**config.mk**
```make
export PLATFORM = sky130hd
export DESIGN_NAME = key_matrix_scan_flat
export DESIGN_NICKNAME = d
export VERILOG_FILES = /design/src/rtl/key_matrix_pkg.sv /design/src/rtl/key_matrix_scan_if.sv /design/src/rtl/key_matrix_sync.sv /design/src/rtl/key_matrix_scan.sv /design/src/flat_wrapper.sv
export SDC_FILE = /design/constraint.sdc
export NUM_CORES = 1
export LEC_CHECK = 0
export BUFFER_PORTS_ARGS = -buffer_cell sky130_fd_sc_hd__buf_2
export CORE_ASPECT_RATIO = 1.1
export CORE_UTILIZATION = 35
export DETAILED_ROUTE_END_ITERATION = 6
export PLACE_DENSITY = 0.48
export SYNTH_ARGS = -nofsm -noshare
export SYNTH_HDL_FRONTEND = slang
export SYNTH_SLANG_ARGS = --single-unit
```
**constraint.sdc**
```tcl
create_clock -name i_clk -period 7.2 [get_ports i_clk]
set_input_delay 0.72 -clock i_clk [delete_from_list [all_inputs] [get_ports i_clk]]
set_output_delay 0.72 -clock i_clk [all_outputs]
set_load 0.1 [all_outputs]
```
**src/rtl/key_matrix_pkg.sv**
```systemverilog
// key_matrix_pkg: shared constants and debounce state type for the key matrix scanner
package key_matrix_pkg;
  localparam int NUM_COLS = 4;
  localparam int NUM_ROWS = 5;
  localparam int CODE_W = 5;
  localparam logic [CODE_W-1:0] KEY_NONE = 5'd31;
  typedef enum logic [1:0] {RELEASED, PRESS_PEND, PRESSED, RELEASE_PEND} db_state_t;
endpackage

```
**src/rtl/key_matrix_scan_if.sv**
```systemverilog
// key_matrix_scan_if: keypad matrix drive/return plus accepted-key outputs
interface key_matrix_scan_if;
  import key_matrix_pkg::*;
  logic [NUM_COLS-1:0] key_out;
  logic [NUM_ROWS-1:0] key_in;
  logic [CODE_W-1:0] key_code;
  logic key_valid;
  logic key_held;
  modport master(output key_out, key_code, key_valid, key_held, input key_in);
  modport slave(input key_out, key_code, key_valid, key_held, output key_in);
endinterface

```
**src/rtl/key_matrix_sync.sv**
```systemverilog
// key_matrix_sync: 2-flop synchronizer for the asynchronous row returns
module key_matrix_sync #(
  parameter int W = 5
) (
  input  logic         i_clk,
  input  logic         i_rstn,
  input  logic [W-1:0] d,
  output logic [W-1:0] q
);
  logic [W-1:0] meta;
  always_ff @(posedge i_clk) begin
    if (!i_rstn) begin
      meta <= '0;
      q <= '0;
    end else begin
      meta <= d;
      q <= meta;
    end
  end
endmodule

```
**src/rtl/key_matrix_scan.sv**
```systemverilog
// key_matrix_scan: 4x5 key matrix column scanner with frame-based debounce.
// Optional auto-repeat strobes are built when KEY_MATRIX_SCAN_REPEAT_EN is defined.
module key_matrix_scan
  import key_matrix_pkg::*;
#(
  parameter int SCAN_DIV = 10000,
  parameter int DEBOUNCE_FRAMES = 10,
  parameter int REPEAT_DELAY = 50,
  parameter int REPEAT_RATE = 10
) (
  input logic i_clk,
  input logic i_rstn,
  key_matrix_scan_if.master kp
);
  localparam int DIV_W = $clog2(SCAN_DIV);
  localparam int CNT_W = $clog2(DEBOUNCE_FRAMES + 1);
  if (SCAN_DIV < 4) begin : g_bad_div
    $error("SCAN_DIV must be >= 4");
  end
  if (DEBOUNCE_FRAMES < 1) begin : g_bad_db
    $error("DEBOUNCE_FRAMES must be >= 1");
  end
  if (REPEAT_DELAY < 1 || REPEAT_RATE < 1) begin : g_bad_rep
    $error("REPEAT_DELAY and REPEAT_RATE must be >= 1");
  end
  logic [NUM_ROWS-1:0] rows;
  logic [DIV_W-1:0] dwell;
  logic [1:0] col, acc_n, nxt_n;
  logic [2:0] row_n, tot;
  logic [CODE_W-1:0] acc_code, row_code, nxt_code, cand, code, code_n;
  logic [CNT_W-1:0] cnt, cnt_n, cnt_inc;
  db_state_t st, st_n;
  logic sample, frame_end, valid, valid_n, rep_hit;
  key_matrix_sync #(.W(NUM_ROWS)) u_sync (.i_clk(i_clk), .i_rstn(i_rstn), .d(kp.key_in), .q(rows));
  assign sample = dwell == DIV_W'(SCAN_DIV - 1);
  assign frame_end = sample && col == 2'(NUM_COLS - 1);
  assign kp.key_out = NUM_COLS'(1) << col;
  assign kp.key_held = st == PRESSED || st == RELEASE_PEND;
  assign kp.key_code = kp.key_held ? code : KEY_NONE;
  assign kp.key_valid = valid;
  // Frame candidate: saturating count of asserted rows across the frame; two or more is a ghost
  always_comb begin
    row_n = '0;
    row_code = KEY_NONE;
    for (int r = 0; r < NUM_ROWS; r++) begin
      if (rows[r]) begin
        row_n = row_n + 3'd1;
        row_code = {3'(r), col};
      end
    end
    tot = 3'(acc_n) + row_n;
    nxt_n = tot >= 3'd2 ? 2'd2 : tot[1:0];
    nxt_code = row_n == 3'd1 ? row_code : acc_code;
    cand = nxt_n == 2'd1 ? nxt_code : KEY_NONE;
  end
  always_ff @(posedge i_clk) begin
    if (!i_rstn) begin
      dwell <= '0;
      col <= '0;
      acc_n <= '0;
      acc_code <= KEY_NONE;
    end else begin
      dwell <= sample ? '0 : dwell + 1'b1;
      if (sample) begin
        col <= col + 2'd1;
        acc_n <= frame_end ? 2'd0 : nxt_n;
        acc_code <= frame_end ? KEY_NONE : nxt_code;
      end
    end
  end
  always_comb begin
    st_n = st;
    code_n = code;
    cnt_n = cnt;
    valid_n = 1'b0;
    cnt_inc = cnt + 1'b1;
    if (frame_end) begin
      case (st)
        RELEASED:
          if (cand != KEY_NONE) begin
            code_n = cand;
            cnt_n = CNT_W'(1);
            st_n = DEBOUNCE_FRAMES <= 1 ? PRESSED : PRESS_PEND;
            valid_n = DEBOUNCE_FRAMES <= 1;
          end
        PRESS_PEND:
          if (cand == KEY_NONE) st_n = RELEASED;
          else if (cand != code) begin
            code_n = cand;
            cnt_n = CNT_W'(1);
          end else begin
            cnt_n = cnt_inc;
            st_n = cnt_inc >= CNT_W'(DEBOUNCE_FRAMES) ? PRESSED : PRESS_PEND;
            valid_n = cnt_inc >= CNT_W'(DEBOUNCE_FRAMES);
          end
        PRESSED:
          if (cand != code) begin
            cnt_n = CNT_W'(1);
            st_n = DEBOUNCE_FRAMES <= 1 ? RELEASED : RELEASE_PEND;
          end
        RELEASE_PEND:
          if (cand == code) st_n = PRESSED;
          else begin
            cnt_n = cnt_inc;
            st_n = cnt_inc >= CNT_W'(DEBOUNCE_FRAMES) ? RELEASED : RELEASE_PEND;
          end
      endcase
    end
  end
  always_ff @(posedge i_clk) begin
    if (!i_rstn) begin
      st <= RELEASED;
      code <= KEY_NONE;
      cnt <= '0;
      valid <= 1'b0;
    end else begin
      st <= st_n;
      code <= code_n;
      cnt <= cnt_n;
      valid <= valid_n | rep_hit;
    end
  end
`ifdef KEY_MATRIX_SCAN_REPEAT_EN
  localparam int REP_MAX = REPEAT_DELAY > REPEAT_RATE ? REPEAT_DELAY : REPEAT_RATE;
  localparam int RW = $clog2(REP_MAX + 1);
  logic [RW-1:0] rep;
  logic rep_on;
  // Counts frames spent continuously in PRESSED; restarts whenever PRESSED is left
  assign rep_hit = frame_end && st == PRESSED && st_n == PRESSED &&
                   (rep + 1'b1) == (rep_on ? RW'(REPEAT_RATE) : RW'(REPEAT_DELAY));
  always_ff @(posedge i_clk) begin
    if (!i_rstn || st_n != PRESSED) begin
      rep <= '0;
      rep_on <= 1'b0;
    end else if (frame_end && st == PRESSED) begin
      rep <= rep_hit ? '0 : rep + 1'b1;
      rep_on <= rep_on | rep_hit;
    end
  end
`else
  assign rep_hit = 1'b0;
`endif
endmodule
```
**src/flat_wrapper.sv**
```systemverilog
// flat-port wrapper written by rule: the top's interface ports become plain ports
module key_matrix_scan_flat import key_matrix_pkg::*;
#(
  parameter int SCAN_DIV = 10000,
  parameter int DEBOUNCE_FRAMES = 10,
  parameter int REPEAT_DELAY = 50,
  parameter int REPEAT_RATE = 10
)
  (i_clk, i_rstn, kp_key_out, kp_key_code, kp_key_valid, kp_key_held, kp_key_in);
  key_matrix_scan_if kp_i ();
  input logic i_clk;
  input logic i_rstn;
  output wire logic [$bits(kp_i.key_out)-1:0] kp_key_out;
  output wire logic [$bits(kp_i.key_code)-1:0] kp_key_code;
  output wire logic [$bits(kp_i.key_valid)-1:0] kp_key_valid;
  output wire logic [$bits(kp_i.key_held)-1:0] kp_key_held;
  input wire logic [$bits(kp_i.key_in)-1:0] kp_key_in;
  assign kp_key_out = kp_i.key_out;
  assign kp_key_code = kp_i.key_code;
  assign kp_key_valid = kp_i.key_valid;
  assign kp_key_held = kp_i.key_held;
  assign kp_i.key_in = kp_key_in;
  key_matrix_scan #(.SCAN_DIV(SCAN_DIV), .DEBOUNCE_FRAMES(DEBOUNCE_FRAMES), .REPEAT_DELAY(REPEAT_DELAY), .REPEAT_RATE(REPEAT_RATE)) u_core (.i_clk(i_clk), .i_rstn(i_rstn), .kp(kp_i));
endmodule
```
# --- Word level (Yosys, flattened, before mapping) ---
# Cells that the tools add are included.
word_totals:
  register_bits: 45
  wordCells: 84
classes:
  addsub: 8
  magnitude_cmp: 2
  eq_ne: 17
  shift: 1
  muxes: 34
  bitwise_logic: 3
  n_reduce_logical: 9
ops:
  columns: ["op", "count"]
  rows:
  - ["$mux 5", 12]
  - ["$mux 4", 5]
  - ["$mux 2", 9]
  - ["$pmux 4 s4", 1]
  - ["$add 14x1->14 const B", 1]
  - ["$eq 14x14->1 const B", 1]
  - ["$mux 3", 4]
  - ["$pmux 5 s2", 1]
  - ["$reduce_and 5->1", 2]
  - ["$add 3x1->3 const B", 3]
  - ["$pmux 2 s4", 1]
  - ["$eq 2x2->1 const B", 3]
  - ["$ne 2x2->1 const B", 3]
  - ["$eq 5x5->1", 1]
  - ["$eq 5x5->1 const B", 1]
  - ["$ne 5x5->1", 1]
  - ["$ne 5x5->1 const B", 1]
  - ["$reduce_or 5->1", 1]
  - ["$add 4x1->4 const B", 1]
  - ["$eq 2x1->1 const B", 2]
  - ["$ge 4x4->1 const B", 1]
  - ["$ne 2x1->1 const B", 2]
  - ["$reduce_and 4->1", 1]
  - ["$shl 1x2->4 const A", 1]
  - ["other kinds (13)", 15]

# --- Depth between registers and ports, before layout ---
logic_depth:
  word_depth: 18
  ltp_mapped: 18

# --- Modules after synthesis ---
# From an unflattened synthesis, not the netlist that was laid out.
unflattened:
  cells_unflattened: 295
  area_unflattened_um2: 2560.0
by_module_without_submodules:
  columns: ["module", "n_inst", "cells_per_inst", "area_each_um2", "seq_area_each_um2"]
  rows:
  - ["key_matrix_scan", 1, 275, 2297.2, 700.7]
  - ["key_matrix_sync", 1, 20, 262.8, 200.2]

# --- Worst setup path before layout ---
# OpenSTA, ideal clock, no wires.
synth_timing:
  path_type: "reg-to-reg"
  start: "reg u_core.u_sync.q[0]"
  end: "reg u_core.cnt[2]"
  t_arrival_ns: 4.288
  t_required_ns: 7.080
  path_slack_ns: 2.793
  path_stages_with_launch: 18
  period_less_slack_ns: 4.407
  cell_sequence: "dfxtp_1 > inv_1 > ha_1 > xor2_1 > ha_1 > nand2b_1 > o21a_1 > ha_1 > mux2_2 > fa_1 > xor2_1 > nor2_1 > clkbuf_1 > and3_1 > nor4b_2 > a21boi_1 > o21a_1 > o31a_1"
synth_via:
  elab_chain_cells: 18
  elab_cells_between_ends: 33
synth_lines:
  columns: ["element", "line_no", "source"]
  rows:
  - ["from (decl)", "key_matrix_sync.sv:8", "output logic [W-1:0] q"]
  - ["from (signal assigned)", "key_matrix_sync.sv:17", "q <= meta;"]
  - ["$mux 1", "key_matrix_scan.sv:46", "if (rows[r]) begin"]
  - ["$add 1x1->2", "key_matrix_scan.sv:47", "row_n = row_n + 3'd1;"]
  - ["$mux 3", "key_matrix_scan.sv:46", null]
  - ["$add 3x1->3", "key_matrix_scan.sv:47", null]
  - ["$mux 3", "key_matrix_scan.sv:46", null]
  - ["$add 3x1->3", "key_matrix_scan.sv:47", null]
  - ["$mux 3", "key_matrix_scan.sv:46", null]
  - ["$add 3x1->3", "key_matrix_scan.sv:47", null]
  - ["(+2 left out)", null, null]
  - ["$ge 3x2->1", "key_matrix_scan.sv:52", "nxt_n = tot >= 3'd2 ? 2'd2 : tot[1:0];"]
  - ["$mux 2", "key_matrix_scan.sv:52", null]
  - ["$eq 2x1->1", "key_matrix_scan.sv:54", "cand = nxt_n == 2'd1 ? nxt_code : KEY_NONE;"]
  - ["$mux 5 *", "key_matrix_scan.sv:54", null]
  - ["$ne 5x5->1", "key_matrix_scan.sv:88, key_matrix_scan.sv:97", null]
  - ["$mux 4", "key_matrix_scan.sv:88", "else if (cand != code) begin"]
  - ["$mux 4", "key_matrix_scan.sv:87", "if (cand == KEY_NONE) st_n = RELEASED;"]
  - ["$pmux 4 s4", "key_matrix_scan.sv:78", "case (st)"]
  - ["to (signal assigned)", "key_matrix_scan.sv:119", "cnt <= cnt_n;"]
  - ["to (decl)", "key_matrix_scan.sv:31", "logic [CNT_W-1:0] cnt, cnt_n, cnt_inc;"]
# Mark *: on every way between the ends. The rest lies on a longest branch, timed or not. The select of a mux whose other input is x is not followed.
# A chain may end at the register's enable or synchronous reset.

# --- Worst setup path after layout ---
# Ends and elaborated chain as after synthesis.

==> metrics.md <==
| Metric | Value |
|---|---|
| Global router's overall resource usage | 0.148 |
| Number of nets with antenna violations after routing | 0 |
| Transition time at the pin with the least slew margin | 0.668 ns |
| TritonCTS clock tree | done |
| Most common library cell in the layout ignoring fill and taps | sky130_fd_sc_hd__dfxtp_1 |
| Worst slack on hold paths | 0.441 ns |
| Max Freq | 205 MHz |
| Worst Reg-to-Reg Cells | 16 |
| Level count of the clock H-tree | 2 |
| Worst reg2reg path startpoint | u_core.u_sync.q[0]$_SDFF_PN0_ |
| Routability-driven placement congestion ratio | between 0.7 and 0.8 |
| Run status | finished, final reports clean |
| Clock buffers created by TritonCTS | 5 |
| Filler cell count in the final layout | 709 |
| Util after Layout | 0.394 |
| Most frequent cells in the layout | sky130_fd_sc_hd__dfxtp_1, sky130_fd_sc_hd__nor2_1, sky130_fd_sc_hd__buf_2 |
| Die span in y | 91.1 µm |
| Proportion of register bits with asynchronous set or reset after synthesis | 0 |
| Sum Neg Setup Slack | 0 ns |
| Clock insertion delay at the later pin of the skew report | 0.30 ns |
| Number of top-level design ports | 18 |
| Gates resized, CTS repair | 0 |
| Setup slack after placement | 2.38 ns |
| Final WS setup | between 2 and 2.5 ns |
| CP required | between 7 and 8 ns |
| Total of flip-flops plus latches after synthesis | 45 |
| Slack of the worst reg-to-reg path | 2.33 ns |
| # clock sinks | 45 |
| Total nets after synthesis | 303 |
| Starting density of the core | 0.361 |
| First-pass GRT wire length | about 9000 µm |
| Hold buffer count at cts | 0 |
| Setup skew after layout | 0.0127 ns |
| Final setup violation count | 0 |
| Vias in the first global route | 1892 |
| Classification of the worst setup path | reg2reg |
| CORE AREA | 0.00701 mm² |
| EDFF count, synth | 0 |
| Area of the mapped netlist | ~0.0025 mm² |
| Clock transition at the registers of the reported paths | roughly 0.08 ns |
| Chip Width | 83.0 µm |
| Starting DRC count in detailed routing | 93 |
| Number of warnings issued by yosys | 0 |
| Drt wl/cell | around 14 µm |
| Number of different library cells in the post-synthesis netlist | between 50 and 60 |
| Share of synthesized area occupied by flip-flops and latches | 0.356 |
| Sum of overflow across all layers after global routing | 0 |
| Antenna Cells | 0 |
| Endpoint of the worst register-to-register path | u_core.cnt[2]$_SDFFE_PN0P_ |
| Delay of the slowest critical-path stage | 0.52 ns |
| Portion of the clock cycle consumed by the worst path in the final layout | 0.677 |
| Critical path data arrival time | slightly above 5 ns |
| Hold Vio Cnt, Final | 0 |
| CP Launch Type | flop |
| Die area | 0.00757 mm² |
| Via-to-Cell Ratio | 5.08 |
| Maximum Capacitance Violations | 0 |
| Residual DRC | 0 |
| Crit-path cells | inv_1 -> ha_1 -> xor2_1 -> ha_1 -> nand2b_1 -> o21a_1 -> ha_1 -> mux2_2 -> fa_1 -> nand2b_1 -> nor2_1 -> nand2_1 -> a31oi_1 -> and3_1 -> a21oi_1 -> o31a_1 |
| Worst min-delay path endpoint | u_core.u_sync.q[4]$_SDFF_PN0_ |
| Net count, final | roughly 320 |
| Routed WL | approximately 5300 µm |
| Peak supply drop | 0.0868 mV |
| Clock tree buffer depth | 2 |
| Number of instances on the worst hold path | 1 |
| Final Max Slew Viols | 0 |
| Path type of the worst min-delay path | reg2reg |
| Kind of end point of the critical path | flop |
| Drt first pass iters | 4 |
| Power density normalized to cell area | 175 mW/mm² |
| Number of standard-cell rows in the floorplan | 32 |
| Fraction of layout instances using a drive strength above 1 | 0.128 |
| Buf+Inv Stages, Crit Path | 1 |
| Final min period | 4.87 ns |
| Startpoint of the worst hold path | u_core.u_sync.meta[4]$_SDFF_PN0_ |
| Initial antenna violation count | 0 |
| Largest net degree at the start of global routing | 23 |
| Area overhead of the layout relative to synthesis | 9.11% |
| Total setup buffers inserted after CTS | 0 |
| Critical-path top delay cell | sky130_fd_sc_hd__nor2_1 |
| Setup repair after global routing missed its margin | no |
| HPWL Detailed | ~4000 µm |
| Static leakage | around 1.1 nW |
| Root buffer cell | sky130_fd_sc_hd__clkbuf_8 |
| Average cell area after synthesis | 8.96 µm² |
| Cells after synthesis | between 200 and 300 |
| Cell type group with the largest total delay on the critical path | simple AND/OR/NAND/NOR gates |
| Overall via count from detail_route | between 1500 and 2000 |
| Count of input and output buffers | 17 |
| Flip-flop cell with the highest count after synthesis | sky130_fd_sc_hd__dfxtp_1 |
| Worst path most repeated cell | sky130_fd_sc_hd__ha_1 |
| Max-Slew Margin vs Limit | 0.550 |
| Max FO, Critical Path | 11 |
==> cells by family (layout without fill, tap and decap cells) <==
family / after synthesis / count (layout) / share of synthesized area
multiplexers: 5 / 5 / 0.0218
AO/OA/AOI/OAI: 56 / 56 / 0.166
XOR/XNOR: 20 / 20 / 0.0812
adder cells (fa/ha/maj): 14 / 14 / 0.0723
flip-flops: 45 / 45 / 0.356
AND/OR/NAND/NOR: 115 / 115 / 0.258
buffers and inverters: 27 / 41 / 0.0441
==> synth_stat cells (all sizes together), types with 9 or more instances <==
master	number	area, µm²
o21ai	17	85.1
xnor2	10	87.6
nand3	13	65.1
a21oi	13	65.1
inv	15	56.3
nor2	24	90.1
ha	13	163
and3	9	56.3
nand2	17	66.3
and2	13	81.3
dfxtp	45	901
==> how the worst max path moves through the flow <==
stage / start / end / depth (start not counted)
floorplan: u_core.u_sync.q[0]$_SDFF_PN0_ / u_core.cnt[2]$_SDFFE_PN0P_ / 17
global placement: u_core.u_sync.q[0]$_SDFF_PN0_ / u_core.cnt[2]$_SDFFE_PN0P_ / 16
detailed placement: u_core.u_sync.q[0]$_SDFF_PN0_ / u_core.cnt[2]$_SDFFE_PN0P_ / 16
CTS: u_core.u_sync.q[0]$_SDFF_PN0_ / u_core.cnt[2]$_SDFFE_PN0P_ / 16
global route: u_core.u_sync.q[0]$_SDFF_PN0_ / u_core.cnt[2]$_SDFFE_PN0P_ / 16
finish: u_core.u_sync.q[0]$_SDFF_PN0_ / u_core.cnt[2]$_SDFFE_PN0P_ / 16
==> routing by layer <==
metal	share of wire	global-route usage	vias up
li1	-	-	1017
met1	0.47	0.179	902
met2	0.50	0.264	15
met3	0.019	0.0291	2
met4	0.0076	0.0431	0
met5	0	0	-
==> state kept, by name, summed over array words and instances, names as in the netlist <==
name,count
u_core.acc_n,2
u_core.u_sync.meta,5
u_core.st,2
u_core.u_sync.q,5
u_core.dwell,14
u_core.col,2
u_core.code,5
u_core.cnt,4
u_core.kp.key_valid,1
u_core.acc_code,5
==> layout make-up <==
class	instances	area (µm²)	share of cell area
multi-input combinational	210	1520	0.549
clock buffer	5	68.8	0.0250
clock inverter	3	21.3	0.00771
tap	85	106	0.0386
inverter	16	60.1	0.0218
sequential	45	901	0.327
timing repair buffer	17	85.1	0.0309
==> power by group <==
part	total (mW)	internal (mW)	switching, mW
sequential	0.256	0.253	0.00319
clock	0.158	0.0690	0.0894
combinational	0.0690	0.0273	0.0417
total	0.483	0.349	0.134
==> per-stage QoR <==
| step | total power, mW | instance area [µm²] | std cells |
|---|---|---|---|
| after CTS | 0.493 | 2760 | 381 |
| after global routing | 0.509 | 2760 | 381 |
| after detailed placement | 0.331 | 2670 | 373 |
| final | 0.483 | 2760 | 381 |
| after global placement | 0.330 | 2670 | 373 |
| after floorplan | 0.317 | 2530 | 282 |
Note: power is estimated with default switching activity, not from simulation.
